File: src/rtl/esm_buffer_ctrl.sv
// esm_buffer_ctrl: circular instruction-buffer controller for a simple in-order
// issue stage. It tracks occupancy, keeps the write/read pointers, and holds
// back the head entry for one cycle when it reads a register that the
// instruction issued just before it writes.
module esm_buffer_ctrl #(
  parameter int Instruction_word_size = 32,
  parameter int bs                    = 16
) (
  input  logic                             clk,
  input  logic                             rst,
  input  logic [Instruction_word_size-1:0] Instr_in,
  input  logic                             wr_en,
  input  logic                             RegWrite,
  input  logic                             ALUSrc,
  input  logic                             flush,
  input  logic                             issue_ready,
  output logic                             in_ready,
  output logic [$clog2(bs)-1:0]            buffer_index,
  output logic [$clog2(bs)-1:0]            issue_index,
  output logic                             issue_valid,
  output logic [0:bs-1]                    valid_entries,
  output logic [$clog2(bs):0]              count,
  output logic                             full,
  output logic                             empty
);

  localparam int AW = $clog2(bs);
  localparam logic [AW-1:0] PtrOne  = AW'(1);
  localparam logic [AW:0]   CntOne  = (AW+1)'(1);
  localparam logic [AW:0]   CntFull = (AW+1)'(bs);

  // Control state: pointers, occupancy and the record of the last issue.
  logic [AW-1:0] r_wrPtr;
  logic [AW-1:0] r_rdPtr;
  logic [0:bs-1] r_valid;
  logic [AW:0]   r_count;
  logic          r_lastValid;
  logic [4:0]    r_lastRd;

  // Per-entry register-usage payload captured at write time.
  logic [4:0]    r_rd  [bs];
  logic [4:0]    r_rs1 [bs];
  logic [4:0]    r_rs2 [bs];
  logic [bs-1:0] r_rw;
  logic [bs-1:0] r_rs2Used;

  logic          w_full;
  logic          w_empty;
  logic          w_hazard;
  logic          w_issueValid;
  logic          w_wrFire;
  logic          w_issueFire;

  // Status, hazard detection and handshake decisions derived from the registers.
  always_comb begin
    w_full       = (r_count == CntFull);
    w_empty      = (r_count == '0);
    w_hazard     = r_lastValid &&
                   ((r_lastRd == r_rs1[r_rdPtr]) ||
                    (r_rs2Used[r_rdPtr] && (r_lastRd == r_rs2[r_rdPtr])));
    w_issueValid = !w_empty && !w_hazard;
    w_wrFire     = wr_en && !w_full && (|Instr_in) && !flush;
    w_issueFire  = w_issueValid && issue_ready && !flush;
  end

  // Drive the outputs straight from the registered state so reset forces them.
  always_comb begin
    in_ready      = !w_full;
    full          = w_full;
    empty         = w_empty;
    issue_valid   = w_issueValid;
    buffer_index  = r_wrPtr;
    issue_index   = r_rdPtr;
    valid_entries = r_valid;
    count         = r_count;
  end

  // Pointer, occupancy and last-issue bookkeeping; flush wipes everything.
  always_ff @(posedge clk or negedge rst) begin
    if (!rst) begin
      r_wrPtr     <= '0;
      r_rdPtr     <= '0;
      r_valid     <= '0;
      r_count     <= '0;
      r_lastValid <= 1'b0;
      r_lastRd    <= '0;
    end else if (flush) begin
      r_wrPtr     <= '0;
      r_rdPtr     <= '0;
      r_valid     <= '0;
      r_count     <= '0;
      r_lastValid <= 1'b0;
      r_lastRd    <= '0;
    end else begin
      if (w_issueFire) begin
        r_valid[r_rdPtr] <= 1'b0;
        r_rdPtr          <= r_rdPtr + PtrOne;
        r_lastValid      <= r_rw[r_rdPtr] && (r_rd[r_rdPtr] != 5'd0);
        r_lastRd         <= r_rd[r_rdPtr];
      end else begin
        r_lastValid      <= 1'b0;
      end
      if (w_wrFire) begin
        r_valid[r_wrPtr] <= 1'b1;
        r_wrPtr          <= r_wrPtr + PtrOne;
      end
      case ({w_wrFire, w_issueFire})
        2'b10:   r_count <= r_count + CntOne;
        2'b01:   r_count <= r_count - CntOne;
        default: r_count <= r_count;
      endcase
    end
  end

  // Capture the register fields of an accepted instruction into its slot.
  always_ff @(posedge clk) begin
    if (w_wrFire) begin
      r_rd[r_wrPtr]      <= Instr_in[11:7];
      r_rs1[r_wrPtr]     <= Instr_in[19:15];
      r_rs2[r_wrPtr]     <= Instr_in[24:20];
      r_rw[r_wrPtr]      <= RegWrite;
      r_rs2Used[r_wrPtr] <= !ALUSrc;
    end
  end

endmodule
File: config.mk
export PLATFORM = sky130hd
export DESIGN_NAME = esm_buffer_ctrl
export DESIGN_NICKNAME = d
export VERILOG_FILES = /design/src/rtl/esm_buffer_ctrl.sv
export SDC_FILE = /design/constraint.sdc
export NUM_CORES = 1
export LEC_CHECK = 0
export CAP_MARGIN = 20
export CORE_MARGIN = 2
export CORE_UTILIZATION = 50
export CTS_CLUSTER_DIAMETER = 40
export DETAILED_ROUTE_END_ITERATION = 8
export PLACE_DENSITY = 0.69
export SYNTH_ARGS = -nofsm -noshare
export SYNTH_HDL_FRONTEND = slang
export SYNTH_SLANG_ARGS = --single-unit
export TNS_END_PERCENT = 5
File: constraint.sdc
create_clock -name clk -period 10.53 [get_ports clk]
set_input_delay 1.053 -clock clk [delete_from_list [all_inputs] [get_ports clk]]
set_output_delay 1.053 -clock clk [all_outputs]
set_load 0.01 [all_outputs]
==> results of run 1 <==
per-layer routing:
metal | global-route usage | part of all wire
met5 | 0 | 0
met4 | 0.08307 | 0.033
met3 | 0.04570 | 0.077
met2 | 0.3774 | 0.49
met1 | 0.3177 | 0.40
worst max path at each step:
stage	cells after the start	slack, ns	end
2_1_floorplan	16	6.31	count[4]$_DFFE_PN0P_
3_3_place_gp	12	5.28	count[4]$_DFFE_PN0P_
3_5_place_dp	12	5.04	count[4]$_DFFE_PN0P_
4_1_cts	10	5.01	issue_valid
5_1_grt	10	4.79	issue_valid
6_report	10	5.01	issue_valid
worst max-delay path: cells and delay by family (launching register included):
| kind | cells | cell delay [ns] |
|---|---|---|
| DFF | 1 | 0.71 |
| AOI/OAI and AO/OA | 2 | 0.55 |
| and+or+nand+nor | 4 | 0.79 |
| muxes | 1 | 0.41 |
| buffers and inverters | 3 | 1.48 |
flip-flops by register name, summed over array words and instances (netlist names):
| signal | cells |
|---|---|
| issue_index | 4 |
| r_rw | 16 |
| r_rs1 | 80 |
| count | 5 |
| r_lastValid | 1 |
| valid_entries | 16 |
| r_rs2Used | 16 |
| buffer_index | 4 |
| r_rs2 | 80 |
| r_lastRd | 5 |
| r_rd | 80 |
final cells by class:
cell class                      count  share of cell area
Clock buffer                       43             0.06104
Clock inverter                     18            0.009721
Inverter                           15            0.003707
Multi-Input combinational cell    380              0.2484
Sequential cell                   307              0.5958
Tap cell                          335             0.02760
Timing Repair Buffer               85             0.05371
cells in the mapped netlist (all sizes together), types with 5 or more instances:
library cell,instances
a22oi,9
xor2,7
or4,6
inv,14
nand2,38
buf,31
nand4,10
nand3,15
ha,11
mux4,69
o31ai,5
o21ai,16
nor3,13
nor4,13
clkbuf,11
nor2b,8
xnor2,6
a211oi,16
a21oi,16
and2,5
dfrtp,35
mux2i,25
nor2,52
edfxtp,272
power groups by stage:
stage / registers [mW] / clock network [mW] / logic [mW]
after global placement: 1.43 / 0 / 0.674
after CTS: 1.41 / 1.15 / 0.694
after detailed placement: 1.43 / 0 / 0.690
final: 1.41 / 1.13 / 0.691
after floorplan: 1.42 / 0 / 0.507
after global routing: 1.41 / 1.20 / 0.748
cells by family after synthesis:
kind of cell	count (synthesis)	synth area share
XOR/XNOR	13	0.008731
buffers and inverters	57	0.02571
multiplexers	97	0.1432
AO/OA/AOI/OAI	86	0.05229
adder cells (fa/ha/maj)	12	0.01209
flip-flops	307	0.6935
AND/OR/NAND/NOR	172	0.06447
placed cells by master (no fill, tap or decap), types with 7 or more instances in the layout:
master,netlist,layout
edfxtp_1,272,272
clkdlybuf4s50_1,0,71
mux4_2,61,61
nor2_1,51,39
nand2_1,38,38
clkbuf_16,0,36
dfrtp_1,35,32
mux2i_1,25,25
a21oi_1,16,16
nand3_1,15,15
inv_1,14,14
buf_4,6,14
nor4_1,13,13
nor2_4,1,13
ha_1,11,11
nand4_1,10,10
a22oi_1,9,9
nor3_1,13,9
o21ai_0,9,9
nor2b_1,8,8
a211oi_1,8,8
mux4_1,8,8
a211oi_2,8,8
xor2_1,7,7
o21ai_1,7,7
clkbuf_1,11,7
stage by stage:
stage,utilization,cell area [um2],instances,setup slack (ns),total power [mW]
finish,0.5878,15190,1183,5.011,3.225
global route,0.5878,15190,1183,4.785,3.355
CTS,0.5878,15190,1183,5.014,3.246
detailed placement,0.5462,14110,1122,5.042,2.120
global placement,0.5462,14110,1122,5.283,2.102
floorplan,-,13040,744,6.311,1.925
==> flow_metrics.tcl, run 1 <==
set metrics [dict create \
    final_antenna_net_count 0 \
    fin_crit_ns 5.519 \
    htreeDepth 2 \
    num_rows 59 \
    dieArea_um2 27390 \
    area_growth_pct 16.46 \
    diodes 0 \
    hold_slack_ns 0.5450 \
    antenna_found_initial 0 \
    dp_hpwl_mm 17.57 \
    crit_fanout 48 \
    ctsHoldBuffers 0 \
    r2r_cells 16 \
    yosysWarnings 0 \
    place_congestion 0.8495 \
    yosys.area.top_type "edfxtp_1" \
    internal_power_mw 2.317 \
    path_class "reg -> out" \
    hp-class "reg -> reg" \
    seqCellArea_um2 9050 \
    viasPerCell 6.144 \
    layout-drive-gt1-share 0.1934 \
    ys.flop_type "edfxtp_1" \
    crit_path_end_kind "output pin" \
    ys_seq_area_frac 0.6935 \
    cts_buffers 35 \
    via_count 7268 \
    drv_slew 0 \
    cts_tree "built" \
    clkLatencyLatePin_ns 0.52 \
    netlist_top_cells_area "edfxtp_1, mux4_2, dfrtp_1" \
    grt_max_degree 56 \
    wl_mm 30.57 \
    crit_path_start_kind "register" \
    clock_skew_ns 0.03272 \
    crit_arrival_ns 4.47 \
    synth_seq_cells 307 \
    min_from "valid_entries[3]$_DFF_PN0_" \
    comb_power_share 0.214 \
    ir_worst_vdd_uv 127.2 \
    root_buffer "clkbuf_16" \
    fillers 1901 \
    path_clk_slew_ns 0.06 \
    r2r-end "count[4]$_DFFE_PN0P_" \
    slowest_stage "dfrtp_2" \
    core_area_um2 25840 \
    tns_ns 0 \
    multi_input_area_um2 3772 \
    drv_cap 0 \
    grt-ovfl-total 0 \
    ctsLongestPathBuffers 3 \
    crit_start "issue_index[2]$_DFFE_PN0P_" \
    start_util 0.5047 \
    pwr-share-seq 0.436 \
    drt_first_pass_iters 5 \
    clockPowerShare 0.350 \
    power.switching_uw 907.8 \
    timing.final.crit_share 0.5241 \
    hold_violations 0 \
    syn_area_um2 13040 \
    die_w_um 165.5 \
    crit_required_ns 9.48 \
    ios 72 \
    swShare 0.2815 \
    dr.first_iter.drc_count 838 \
    fmax_mhz 181.2 \
    cts_setup_buffers 0 \
    syn_avg_cell_area_um2 17.53 \
    slew_headroom 0.3387 \
    setup_viol 0 \
    portBuffers 71 \
    synth.top_cell.area_share 0.6263 \
    syn_inst 744 \
    rr_startpoint "issue_index[1]$_DFFE_PN0P_" \
    track_usage 0.2328 \
    post-route-drc-count 0 \
    max_stage_delay_ns 0.71 \
    ys_async_sr_fraction 0.1140 \
    wl_per_cell_um 25.84 \
    cts_sinks 307 \
    cpMostUsedCell "buf_4" \
    ys_types 62 \
    power.density_nw_per_um2 212.4 \
    synth_nets 795 \
    path_cells "buf_4 -> mux4_2 -> and2_1 -> a211oi_1 -> nor3_1 -> or3b_4 -> o31ai_4 -> buf_4 -> nor2_1 -> clkdlybuf4s50_1" \
    power_leakage_nw 4.863 \
    hold_depth 1 \
    status "finished, final reports clean" \
    rsz0062_at_grt "false" \
    worst_pin_slew_ns 0.9895 \
    chipHeight_um 165.5 \
    min_to "valid_entries[3]$_DFF_PN0_" \
    cts_resized 0 \
    nets 875 \
    reg2reg_slack_ns 5.14 \
    synth_edf_count 272 \
    grt_pass1_vias 7389 \
    grt_pass1_wl_mm 45.71 \
]
Power figures use the tool's default switching activity.
==> run 2: changes to the inputs <==
--- a/config.mk
+++ b/config.mk
@@ -10,7 +10,7 @@
 export CORE_UTILIZATION = 50
 export CTS_CLUSTER_DIAMETER = 40
 export DETAILED_ROUTE_END_ITERATION = 8
-export PLACE_DENSITY = 0.69
+export PLACE_DENSITY = 0.71
 export SYNTH_ARGS = -nofsm -noshare
 export SYNTH_HDL_FRONTEND = slang
 export SYNTH_SLANG_ARGS = --single-unit
==> constraint.sdc (replaced) <==
create_clock -name clk -period 4.45 [get_ports clk]
set_input_delay 0.445 -clock clk [delete_from_list [all_inputs] [get_ports clk]]
set_output_delay 0.445 -clock clk [all_outputs]
set_load 0.01 [all_outputs]
==> flow_metrics.tcl, run 2 (synthesized netlist as in run 1, its figures left out) <==
set metrics [dict create \
    status "finished, final reports clean" \
    portBuffers 71 \
    finalWorstSetupSlack_ns 0.1880 \
    fin_crit_ns 4.262 \
    via_count 7682 \
    cts_sinks 307 \
    ctsHoldBuffers 0 \
    crit_path_end_kind "output pin" \
    track_usage 0.2432 \
    area_growth_pct 20.13 \
    hold_violations 0 \
    r2r_cells 16 \
    ios 72 \
    viasPerCell 6.235 \
    clkLatencyLatePin_ns 0.51 \
    core_area_um2 25840 \
    crit_path_start_kind "register" \
    start_util 0.5047 \
    path_class "reg -> out" \
    final_antenna_net_count 0 \
    slowest_stage "mux4_2" \
    drv_cap 0 \
    final_common_cell "edfxtp_1" \
    crit_required_ns 4.01 \
    seqCellArea_um2 9054 \
    slew_headroom 0.3113 \
    utilization 0.6063 \
    fmax_mhz 234.6 \
    drv_slew 0 \
    antenna_found_initial 0 \
    wl_met2_mm 16.36 \
    highest_layer "met4" \
    dpl_worst_slack_ns -0.02101 \
    layout-drive-gt1-share 0.2419 \
    power_leakage_nw 5.166 \
    m1WireLength_mm 12.75 \
    cts_buffers 36 \
    cp_top_family "buffers and inverters" \
    tns_ns 0 \
    drt_first_pass_iters 6 \
    htreeDepth 2 \
    reg2reg_slack_ns 0.22 \
    die_w_um 165.5 \
    rr_startpoint "issue_index[1]$_DFFE_PN0P_" \
    wl_per_cell_um 26.61 \
    multi_input_area_um2 3772 \
    reg.largest.list "r_rd (80), r_rs1 (80), r_rs2 (80)" \
    rsz0062_at_grt "false" \
    r2r-end "count[4]$_DFFE_PN0P_" \
    grt_pass1_vias 7655 \
    crit_fanout 25 \
    grt_pass1_wl_mm 47.69 \
    num_rows 59 \
    ctsLongestPathBuffers 3 \
    ir_worst_vdd_uv 301.1 \
    grt_max_degree 36 \
    dieArea_um2 27390 \
    max_stage_delay_ns 0.50 \
    root_buffer "clkbuf_16" \
    cts_tree "built" \
    post-route-drc-count 0 \
    crit_buf_inv 3 \
    final_cell_mix "edfxtp_1, clkdlybuf4s50_1, mux4_2" \
    diodes 0 \
    nets 923 \
    dr.first_iter.drc_count 942 \
    dp_hpwl_mm 19.73 \
    hp-class "in -> async" \
    met3_length_mm 2.208 \
    clock_skew_ns 0.02253 \
    wl_mm 32.78 \
    path_clk_slew_ns 0.06 \
    place_congestion 0.8884 \
    setup_viol 0 \
    power.density_nw_per_um2 504.4 \
    path_cells "buf_12 -> mux4_2 -> and2_1 -> a211oi_1 -> nor3_1 -> or3b_4 -> o31ai_4 -> buf_4 -> nor2_1 -> clkdlybuf4s50_1" \
    crit_arrival_ns 3.82 \
    timing.final.crit_share 0.9578 \
    grt-ovfl-total 0 \
    worst_pin_slew_ns 1.027 \
    fillers 1836 \
    chipHeight_um 165.5 \
]
-- run 2: cell types whose count changed in the layout (fill, tap and decap cells not counted), moves of 2 or more --
cell        previous run  this run
buf_4                 14        57
bufinv_16              1         3
buf_12                 0         2
clkinv_2               2         7
clkinv_1               6         4
clkinvlp_4             3         1
-- run 2: where the power goes --
| part | switching, mW | internal, mW | total, mW |
|---|---|---|---|
| Sequential | 0.122 | 3.23 | 3.35 |
| Clock | 1.13 | 1.71 | 2.84 |
| Combinational | 0.948 | 0.765 | 1.71 |
-- run 2: cell type report --
type,instances,share of cell area
clock buffers,43,0.06054
clock inverters,20,0.01270
inverters,15,0.003594
multi-input cells,380,0.2408
flip-flops and latches,307,0.5779
well taps,335,0.02676
repair buffers,132,0.07771
-- run 2: metrics by stage --
stage / std cells / hold WS [ns] / cell area, um2 / total power [mW]
2_1_floorplan: 744 / 0.1494 / 13040 / 4.556
3_3_place_gp: 1155 / 0.5156 / 14390 / 5.015
3_5_place_dp: 1155 / 0.5119 / 14390 / 5.055
4_1_cts: 1218 / 0.3535 / 15530 / 7.875
5_1_grt: 1232 / 0.3946 / 15670 / 8.178
6_report: 1232 / 0.3544 / 15670 / 7.902
-- run 2: worst register-to-register path, cell delays in order (launching register included) --
cell and delay [ns]:
dfrtp_4 0.46, buf_12 0.16, mux4_2 0.50, and2_1 0.18, a211oi_1 0.30, nor3_1 0.10
or3b_4 0.41, o31ai_4 0.27, nor4_1 0.09, buf_4 0.17, ha_1 0.28, nor2b_1 0.13
o21ai_0 0.18, nand2b_1 0.10, or4_1 0.42, a211o_1 0.32, o211ai_2 0.07
-- run 2: timing repair --
| item | CTS | global route |
|---|---|---|
| setup buffers | 0 | 13 |
| gates resized for setup | 1 | 2 |
| pin swaps | 0 | 0 |
| setup endpoints to repair | 2 | 2 |
-- run 2: how the worst max path moves through the flow --
stage | start | endpoint | slack [ns] | cells after the start
2_1_floorplan | issue_index[1]$_DFFE_PN0P_ | count[4]$_DFFE_PN0P_ | 0.23 | 16
6_report | issue_index[1]$_DFFE_PN0P_ | issue_valid | 0.19 | 10
3_3_place_gp | issue_index[1]$_DFFE_PN0P_ | count[4]$_DFFE_PN0P_ | 0.08 | 15
5_1_grt | issue_index[0]$_DFFE_PN0P_ | count[4]$_DFFE_PN0P_ | 0.05 | 15
4_1_cts | issue_index[1]$_DFFE_PN0P_ | issue_valid | 0.07 | 10
3_5_place_dp | issue_index[1]$_DFFE_PN0P_ | count[4]$_DFFE_PN0P_ | -0.02 | 16
-- run 2: routing by layer --
layer  vias to the layer above  GRT usage
li1                       3254          -
met1                      3935     0.3236
met2                       403     0.4019
met3                        90    0.03097
met4                         0     0.1152
met5                         -          0
==> run 3: changes to the inputs <==
--- a/config.mk
+++ b/config.mk
@@ -8,6 +8,7 @@
 export CAP_MARGIN = 20
 export CORE_MARGIN = 2
 export CORE_UTILIZATION = 50
+export CTS_BUF_LIST = sky130_fd_sc_hd__clkbuf_4
 export CTS_CLUSTER_DIAMETER = 40
 export DETAILED_ROUTE_END_ITERATION = 8
 export PLACE_DENSITY = 0.71
==> flow_metrics.tcl, run 3 (synthesized netlist as in run 1, its figures left out) <==
set metrics [dict create \
    reg2reg_slack_ns 0.18 \
    core_area_um2 25840 \
    path_clk_slew_ns 0.07 \
    layout-drive-gt1-share 0.2847 \
    internal_power_mw 5.392 \
    crit_path_end_kind "output pin" \
    max_stage_delay_ns 0.56 \
    comb_power_share 0.244 \
    r2r_cells 16 \
    ctsLongestPathBuffers 3 \
    fin_cells 1288 \
    path_cells "buf_4 -> mux4_1 -> mux2i_1 -> xnor2_1 -> nor2_1 -> a2111o_1 -> o31ai_4 -> buf_12 -> nor2_1 -> clkdlybuf4s50_1" \
    area_growth_pct 18.77 \
    clockPowerShare 0.314 \
    nets 958 \
    worst_pin_slew_ns 1.019 \
    cp_top_family "buffers and inverters" \
    die_w_um 165.5 \
    htreeDepth 3 \
    r2r-end "count[4]$_DFFE_PN0P_" \
    hp-class "in -> async" \
    fin_crit_ns 4.278 \
    crit_path_start_kind "register" \
    drv_slew 0 \
    rr_startpoint "issue_index[1]$_DFFE_PN0P_" \
    utilization 0.5995 \
    wl_mm 32.58 \
    clkLatencyLatePin_ns 0.70 \
    via_count 7878 \
    grt_pass1_wl_mm 48.23 \
    post-route-drc-count 0 \
    power.density_nw_per_um2 487.2 \
    crit_start "issue_index[1]$_DFFE_PN0P_" \
    finalWorstSetupSlack_ns 0.1716 \
    fmax_mhz 233.7 \
    grt_max_degree 36 \
    grt-ovfl-total 0 \
    crit_required_ns 4.01 \
    fillers 1879 \
    start_util 0.5047 \
    crit_buf_inv 3 \
    status "finished, final reports clean" \
    track_usage 0.2458 \
    root_buffer "clkbuf_4" \
    viasPerCell 6.116 \
    setup_viol 0 \
    place_inst 1155 \
    swShare 0.2855 \
    slowest_stage "mux4_1" \
    dieArea_um2 27390 \
    endpoint "issue_valid" \
    critical_path_depth 10 \
    cts_tree "built" \
    path_class "reg -> out" \
    power.switching_mw 2.155 \
    chipHeight_um 165.5 \
    final_cell_mix "edfxtp_1, clkbuf_4, clkdlybuf4s50_1" \
    hold_violations 0 \
    portBuffers 71 \
    reg.largest.list "r_rd (80), r_rs1 (80), r_rs2 (80)" \
    slew_headroom 0.3168 \
    dp_hpwl_mm 19.73 \
    num_rows 59 \
    wl_per_cell_um 25.30 \
    final_antenna_net_count 0 \
    antenna_found_initial 1 \
    dpl_worst_slack_ns -0.02101 \
    place_congestion 0.8884 \
    cts_buffers 75 \
    power_leakage_nw 5.157 \
    final_common_cell "edfxtp_1" \
    crit_fanout 13 \
    ir_worst_vdd_uv 372.6 \
    cpMostUsedCell "nor2_1" \
    pwr-share-seq 0.443 \
    clock_skew_ns 0.04964 \
    ios 72 \
    cts_sinks 307 \
    drt_first_pass_iters 6 \
    rsz0062_at_grt "false" \
    drv_cap 0 \
    power_mw 7.547 \
    crit_arrival_ns 3.83 \
    dr.first_iter.drc_count 909 \
    timing.final.crit_share 0.9614 \
    grt_pass1_vias 8095 \
]
==> run 3: area by class of cell <==
cell class | count | area [um2] | share of cell area
Tap cell | 335 | 419.2 | 0.02706
Inverter | 15 | 56.30 | 0.003635
Antenna cell | 1 | 2.502 | 0.0001616
Clock buffer | 104 | 780.7 | 0.05041
Sequential cell | 307 | 9056 | 0.5847
Timing Repair Buffer | 128 | 1210 | 0.07812
Clock inverter | 18 | 183.9 | 0.01187
Multi-Input combinational cell | 380 | 3780 | 0.2440
==> run 3: worst min path at each step <==
| stage | end | start | slack (ns) |
|---|---|---|---|
| final | valid_entries[4]$_DFF_PN0_ | rst | 0.17 |
| after global routing | valid_entries[3]$_DFF_PN0_ | rst | 0.19 |
| after CTS | buffer_index[3]$_DFFE_PN0P_ | rst | 0.15 |
| after detailed placement | valid_entries[11]$_DFF_PN0_ | valid_entries[11]$_DFF_PN0_ | 0.51 |
| after global placement | valid_entries[11]$_DFF_PN0_ | valid_entries[11]$_DFF_PN0_ | 0.52 |
| after floorplan | buffer_index[0]$_DFFE_PN0P_ | rst | 0.15 |
==> run 3: metal layers <==
metal / track usage / wire length, um / up-vias
li1: - / - / 3350
met1: 0.3198 / 12810 / 4024
met2: 0.4042 / 16150 / 414
met3: 0.04246 / 2259 / 90
met4: 0.1195 / 1362 / 0
met5: 0 / 0 / -
==> run 3: through the flow <==
stage	area, um2	hold slack, ns	setup TNS (ns)
floorplan	13040	0.1494	0
global placement	14390	0.5156	0
detailed placement	14390	0.5119	-0.02101
CTS	15410	0.1540	0
global route	15490	0.1940	0
finish	15490	0.1730	0
==> run 3: power by group through the flow <==
stage | clock network (mW) | registers, mW | logic [mW]
CTS | 2.41 | 3.35 | 1.67
detailed placement | 0 | 3.42 | 1.64
global route | 2.56 | 3.35 | 1.96
floorplan | 0 | 3.36 | 1.20
finish | 2.37 | 3.34 | 1.84
global placement | 0 | 3.41 | 1.61
==> run 3: timing repair <==
action,in CTS,in global routing
setup endpoints to repair,2,2
hold endpoints to repair,0,0
hold buffers,0,0
pin swaps,0,1
setup buffers,6,2
gates resized for setup,1,6
gates cloned,0,1
